### src/rtl/uart_tx_sched.sv
// uart_tx_sched: four-requester round-robin scheduler in front of a single
// 8N1 UART transmitter (LSB first, idle-high line).
//
// Parameters
//   CLK_DIV  system clocks per UART bit (2..65535)
//
// Ports
//   clk    system clock, rising edge
//   rst    synchronous active-high reset
//   req    per-requester transmit request (level)
//   din    requester payloads, requester i on din[8i+7:8i]
//   grant  one-hot single-cycle pulse: requester byte accepted
//   owner  requester owning the current or most recent frame
//   busy   high while a frame is on the line
//   done   single-cycle pulse on the last clock of the stop bit
//   tx     serial output
module uart_tx_sched #(
   parameter int unsigned CLK_DIV = 10416
) (
   input  logic        clk,
   input  logic        rst,
   input  logic [3:0]  req,
   input  logic [31:0] din,
   output logic [3:0]  grant,
   output logic [1:0]  owner,
   output logic        busy,
   output logic        done,
   output logic        tx
);

   localparam int unsigned TW = (CLK_DIV > 2) ? $clog2(CLK_DIV) : 1;
   localparam logic [TW-1:0] T_LAST = TW'(CLK_DIV - 1);
   localparam logic [TW-1:0] T_DONE = TW'(CLK_DIV - 2);

   typedef enum logic [1:0] {
      IDLE  = 2'd0,
      START = 2'd1,
      DATA  = 2'd2,
      STOP  = 2'd3
   } state_t;

   state_t        state;
   logic [TW-1:0] timer;
   logic [2:0]    bit_idx;
   logic [7:0]    shreg;
   logic [1:0]    ptr;

   logic [1:0]    sel;
   logic          found;
   logic          bit_end;

   // Round-robin pick: first requester at or after ptr, wrapping.
   // Iterating from the farthest offset down lets the nearest one win.
   always_comb begin
      sel   = ptr;
      found = 1'b0;
      for (int i = 3; i >= 0; i--) begin
         if (req[ptr + 2'(i)]) begin
            sel   = ptr + 2'(i);
            found = 1'b1;
         end
      end
   end

   assign bit_end = (timer == T_LAST);

   // Frame sequencer; every output is a register.
   always_ff @(posedge clk) begin
      if (rst) begin
         state   <= IDLE;
         timer   <= '0;
         bit_idx <= '0;
         shreg   <= '0;
         ptr     <= '0;
         owner   <= '0;
         grant   <= '0;
         done    <= 1'b0;
         busy    <= 1'b0;
         tx      <= 1'b1;
      end else begin
         grant <= '0;
         done  <= 1'b0;

         case (state)
            IDLE: begin
               timer   <= '0;
               bit_idx <= '0;
               if (found) begin
                  shreg <= din[8*sel +: 8];
                  owner <= sel;
                  ptr   <= sel + 2'd1;
                  grant <= 4'b0001 << sel;
                  tx    <= 1'b0;
                  busy  <= 1'b1;
                  state <= START;
               end else begin
                  tx   <= 1'b1;
                  busy <= 1'b0;
               end
            end

            START: begin
               if (bit_end) begin
                  timer   <= '0;
                  bit_idx <= '0;
                  tx      <= shreg[0];
                  state   <= DATA;
               end else begin
                  timer <= timer + TW'(1);
               end
            end

            // Shift register always presents the bit on the line at [0];
            // the next bit is therefore shreg[1] at each boundary.
            DATA: begin
               if (bit_end) begin
                  timer <= '0;
                  if (bit_idx == 3'd7) begin
                     tx    <= 1'b1;
                     state <= STOP;
                  end else begin
                     bit_idx <= bit_idx + 3'd1;
                     shreg   <= {1'b0, shreg[7:1]};
                     tx      <= shreg[1];
                  end
               end else begin
                  timer <= timer + TW'(1);
               end
            end

            // done is registered one clock early so it is high during the
            // final stop-bit clock, before IDLE is re-entered.
            STOP: begin
               tx <= 1'b1;
               if (bit_end) begin
                  timer <= '0;
                  busy  <= 1'b0;
                  state <= IDLE;
               end else begin
                  timer <= timer + TW'(1);
                  done  <= (timer == T_DONE);
               end
            end

            default: begin
               state <= IDLE;
               tx    <= 1'b1;
               busy  <= 1'b0;
            end
         endcase
      end
   end

endmodule
### config.mk
export PLATFORM = sky130hd
export DESIGN_NAME = uart_tx_sched
export DESIGN_NICKNAME = d
export VERILOG_FILES = /design/src/rtl/uart_tx_sched.sv
export SDC_FILE = /design/constraint.sdc
export NUM_CORES = 1
export LEC_CHECK = 0
export ABC_AREA = 0
export CAP_MARGIN = 10
export CELL_PAD_IN_SITES_DETAIL_PLACEMENT = 0
export CELL_PAD_IN_SITES_GLOBAL_PLACEMENT = 1
export CORE_MARGIN = 2
export CORE_UTILIZATION = 30
export DETAILED_ROUTE_END_ITERATION = 10
export DONT_BUFFER_PORTS = 1
export PLACE_DENSITY = 0.55
export SLEW_MARGIN = 20
export SYNTH_ARGS = -nofsm -noshare
export SYNTH_HDL_FRONTEND = slang
export SYNTH_SLANG_ARGS = --single-unit
### constraint.sdc
create_clock -name clk -period 2 [get_ports clk]
set_input_delay 0.5 -clock clk [delete_from_list [all_inputs] [get_ports clk]]
set_output_delay 0.5 -clock clk [all_outputs]
set_load 0.02 [all_outputs]
After elaboration in Yosys (flattened, before gate mapping)
Index checks and enable logic that the tools add are counted.
- bits in registers: 38
- input bits: 38
- output and inout bits: 9
- $add $sub $neg: 6
- order comparisons: 4
- equal/unequal tests: 12
- shifts and indexed selects: 2
- multiplexer cells: 40
- bitwise operators: 3
- reductions and logical operators: 13
- operators with widths (kind ; number):
    $shiftx A32 B6 Y8 ; 1
    $eq A14 B14 Y1 const B ; 2
    $pmux W14 S2 ; 1
    $mux W8 ; 3
    $mux W2 ; 9
    $pmux W8 S2 ; 1
    $add A14 B1 Y14 const B ; 1
    $mux W1 ; 14
    $mux W14 ; 1
    $lt A2 B3 Y1 const B ; 4
    $ne A2 B2 Y1 const B ; 6
    $mux W3 ; 3
    $pmux W3 S3 ; 1
    $reduce_or A3 Y1 ; 3
    $bmux W1 S2 ; 4
    $pmux W2 S4 ; 1
    $reduce_and A4 Y1 ; 2
    $reduce_and A2 Y1 ; 3
    $reduce_and A5 Y1 ; 1
    $add A2 B1 Y2 const B ; 2
    $add A2 B2 Y2 const B ; 2
    $eq A2 B2 Y1 const B ; 2
    $pmux W1 S4 ; 1
    $reduce_bool A2 Y1 ; 2
    8 further kinds ; 10

Depth between registers and ports, before layout
Gate-level depths: netlist (run 1).
- depth after elaboration: 10
- depth in mapped cells: 8
- depth with buffers taken out: 7

Worst setup path before layout (run 1)
OpenSTA, ideal clock, no wires.
- path type: input-to-reg
- from: input port req[3]
- to: register shreg[3]
- data arrival time: 1.797 ns
- required time: 1.873 ns
- setup slack: 0.076 ns
- cell stages on the path: 6
- buffers on the path: 1
- cells stage by stage: and3b_1 or4_4 nand2_2 buf_6 mux4_2 o2bb2ai_1
- longest elaborated chain between the ends: 9
- elaborated cells between the ends (all ways): 21
- classes of those cells: eq/ne (1); shift (1); mux (18); reduce/logical (1)
- ends and longest elaborated chain (element ; line ; RTL):
    from (decl) ; 22 ; input logic [3:0] req,
    $bmux W1 S2 ; 58 ; if (req[ptr + 2'(i)]) begin
    $mux W1 (implied by the code) ; 58 ;
    $mux W2 (4 in series) ; 58 ;
    $shiftx A32 B6 Y8 ; 89 ; shreg <= din[8*sel +: 8];
    $mux W8 ; 88 ; if (found) begin
    $pmux W8 S2 ; 84 ; case (state)
    to (signal assigned) ; 89 ;
    to (signal assigned) ; 123 ; shreg <= {1'b0, shreg[7:1]};
    to (decl) ; 45 ; logic [7:0] shreg;
Parallel ways exist; a longest one is shown, timed or not. The select of a mux whose other input is x is not followed.
A chain may end at the register's enable or synchronous reset.

Worst setup path after layout (run 1)
- from: register bit_idx[0]
- to: register shreg[2]
- longest elaborated chain between the ends: 3
- ends and longest elaborated chain (element ; line ; RTL):
    from (decl) ; 44 ; logic [2:0] bit_idx;
    from (signal assigned) ; 122 ; bit_idx <= bit_idx + 3'd1;
    $eq A3 B3 Y1 ; 118 ; if (bit_idx == 3'd7) begin
    $ne A2 B2 Y1 (no line) ; -- ;
    $reduce_and A4 Y1 (no line) ; -- ;
Every way passes these cells.

==> results of run 1 <==
[through the flow]
step / hold slack (ps) / instances / instance area (sq um) / power (mW) / TNS, ps
after CTS: 266 / 388 / 2700 / 3.49 / 0
after global placement: 452 / 381 / 2630 / 2.98 / 0
after detailed placement: 463 / 381 / 2630 / 2.98 / -28.9
final: 280 / 388 / 2720 / 3.49 / 0
after global routing: 260 / 388 / 2720 / 3.78 / 0
after floorplan: 437 / 263 / 2330 / 2.44 / 0
[final cells by class]
| type | instances | area [sq um] |
|---|---|---|
| clock buffers | 7 | 76.3 |
| fillers | 818 | 4890 |
| inverters | 4 | 15.0 |
| multi-input cells | 206 | 1490 |
| flip-flops and latches | 38 | 761 |
| well taps | 102 | 128 |
| repair buffers | 31 | 249 |
[routing by layer]
| metal | global-route usage [%] | part of all wire, % |
|---|---|---|
| met4 | 3.36 | 0.86 |
| met3 | 3.04 | 5.0 |
| met2 | 23.0 | 47 |
| met5 | 0 | 0 |
| met1 | 17.6 | 47 |
[cell usage in the layout (no fill, tap or decap), types with 3 or more instances in the layout]
| cell | n |
|---|---|
| a211o_1 | 6 |
| a21bo_1 | 6 |
| a21oi_1 | 7 |
| a311oi_2 | 6 |
| and3_1 | 6 |
| buf_4 | 29 |
| clkbuf_8 | 5 |
| dfxtp_1 | 38 |
| ha_1 | 8 |
| inv_1 | 4 |
| mux2i_1 | 5 |
| nand2_1 | 10 |
| nand2b_1 | 8 |
| nand3_1 | 10 |
| nand4_1 | 15 |
| nor2_1 | 34 |
| nor2b_1 | 4 |
| nor3_1 | 4 |
| o21ai_1 | 9 |
| o31ai_1 | 13 |
| or3_1 | 3 |
| xnor2_1 | 9 |
| xor2_1 | 4 |
[final timing paths]
path	startpoint	endpoint	slack (ps)
worst max-delay path	bit_idx[0]	shreg[2]	100
worst min-delay path	rst	ptr[1]	280
worst max register to register	bit_idx[0]	shreg[2]	100
worst min register to register	bit_idx[2]	bit_idx[2]	470
[cell families (layout without fill, tap and decap cells)]
family / count (synthesis) / in the layout / share of synthesized area [%]
compound gates: 65 / 65 / 23.2
mux: 8 / 8 / 4.57
xor+xnor: 13 / 13 / 4.89
flops: 38 / 38 / 32.7
fa+ha+maj: 9 / 9 / 4.84
buf+inv: 19 / 42 / 3.87
simple gates: 111 / 111 / 26.0
[sequential cells by signal, summed over array words and instances, names as in the netlist]
signal and cells:
bit_idx 3, busy 1, done 1, grant 4, owner 2, ptr 2, shreg 8, state 2
timer 14, tx 1
[power breakdown]
group	total [mW]	internal, mW	leakage [nW]	switching (mW)
logic	1.88	0.912	0.675	0.966
registers	1.12	0.935	0.311	0.186
clock network	0.489	0.240	0.0383	0.249
total	3.49	2.09	1.02	1.40
==> results.yml, run 1 <==
clocking:
  hold_buffers: 0
  cts_tree: "yes"
  post_cts_buffers: 0
  cts-root-buf: "clkbuf_8"
  htreeDepth: 2
  ctsResizeCount: 0
  cts_buffers: 5
  clk_path_buf_depth: 2
  clk_pin_slew_ps: 70
  insertion_delay_ps: 280
  cts.sinks: 38
yosys:
  synth-seq-area-share_pct: 32.7
  avgSynthCellArea_sq_um: 8.85
  syn-cell-area_sq_um: 2330
  synthTopCellsByArea: "dfxtp_1 (33%), nor2_1 (5.5%), ha_1 (4.8%)"
  synth_edf_count: 0
  syn_nets: 310
  synth_cells: 263
  synthFlopType: "dfxtp_1"
  yosys-top-cells-count: "dfxtp_1 (38), nor2_1 (34), nand4_1 (15)"
  synth_area_leader_cell: "dfxtp_1"
  yosysUniqueCellTypes: 58
  synth_async_sr_flop_share_pct: 0
  synth-seq-cells: 38
  synth.most_common_cell: "dfxtp_1"
  yosysWarnings: 0
  synth_top_area_share_pct: 32.7
pwr:
  power.density_nw_per_um2: 1280
  leakage_nw: 1.02
  ir_drop_uv: 453
worst_setup_path:
  worstPathCellList: "ha_1, ha_2, and4b_1, nand4_1, buf_4, a21oi_4, buf_6, nor2_1, a311oi_2"
  path_class: "reg -> reg"
  cp.arrival_ps: 2090
  required_ps: 2190
  cp-start-kind: "flop"
  crit_family: "simple AND/OR/NAND/NOR gates"
  r2r_cells: 9
  critical-path-max-stage-delay_ps: 320
  path_depth: 9
  critical_path_buf_inv_count: 2
  cp_max_fo: 7
  slowest_stage: "dfxtp_1"
  crit_path_end_kind: "flop"
route:
  ant_nets: 0
  wire_per_inst_microns: 14.4
  drtPass1Iterations: 4
  drt-initial-drc-count: 47
  remaining_drc_errors: 0
  drt-total-wl_microns: 5590
  avgViaCountPerCell: 5.10
  num_vias: 1978
worst_hold_path:
  whs_path_depth: 1
  hold_path_class: "in -> reg"
floorplanning:
  io_pins: 47
  die_area_sq_um: 8480
  fp.dieW_microns: 92.1
  fp-row-count: 32
  core_sq_um: 7610
  fp.dieH_microns: 92.1
  start_util_pct: 30.6
outcome:
  status: "finished, final reports clean"
place:
  place_ws_ps: -20.1
  post-dp-hpwl_microns: 4400
  gp_congestion: 0.756
  io_buffer_count: 0
final_layout:
  area_growth_pct: 16.9
  layout-drive-gt1-share_pct: 19.9
  postLayoutCoreUtil_pct: 35.8
  antenna_cells: 0
  fin_nets: 333
global_routing:
  grt_pass1_vias: 2046
  grt-ovfl-total: 0
  grt_max_degree: 26
  grt_pass1_wl_microns: 9560
  grt_util_all_layers_pct: 13.6
  antenna_found_initial: 0
timing:
  fin_ws_ps: 100
  rsz0062_at_grt: "false"
  finalMaxSlewViolations: 0
  tightest_slew_ps: 425
  setup_viol: 0
  fmax_mhz: 526
  post-route-period-util_pct: 95.0
  max_slew_margin_pct: 71.3
  timing.final.hold_violations: 0
  fin_crit_ps: 1900
  finClkSkew_ps: 6.86
job:
  drv_cap: 0
(Power assumes the default switching activity.)
==> run 2, diff against run 1 <==
ABC_AREA = unset   (was 0)
==> results of run 2 <==
No change in the layout: final DEF, timing and power equal those of run 1.
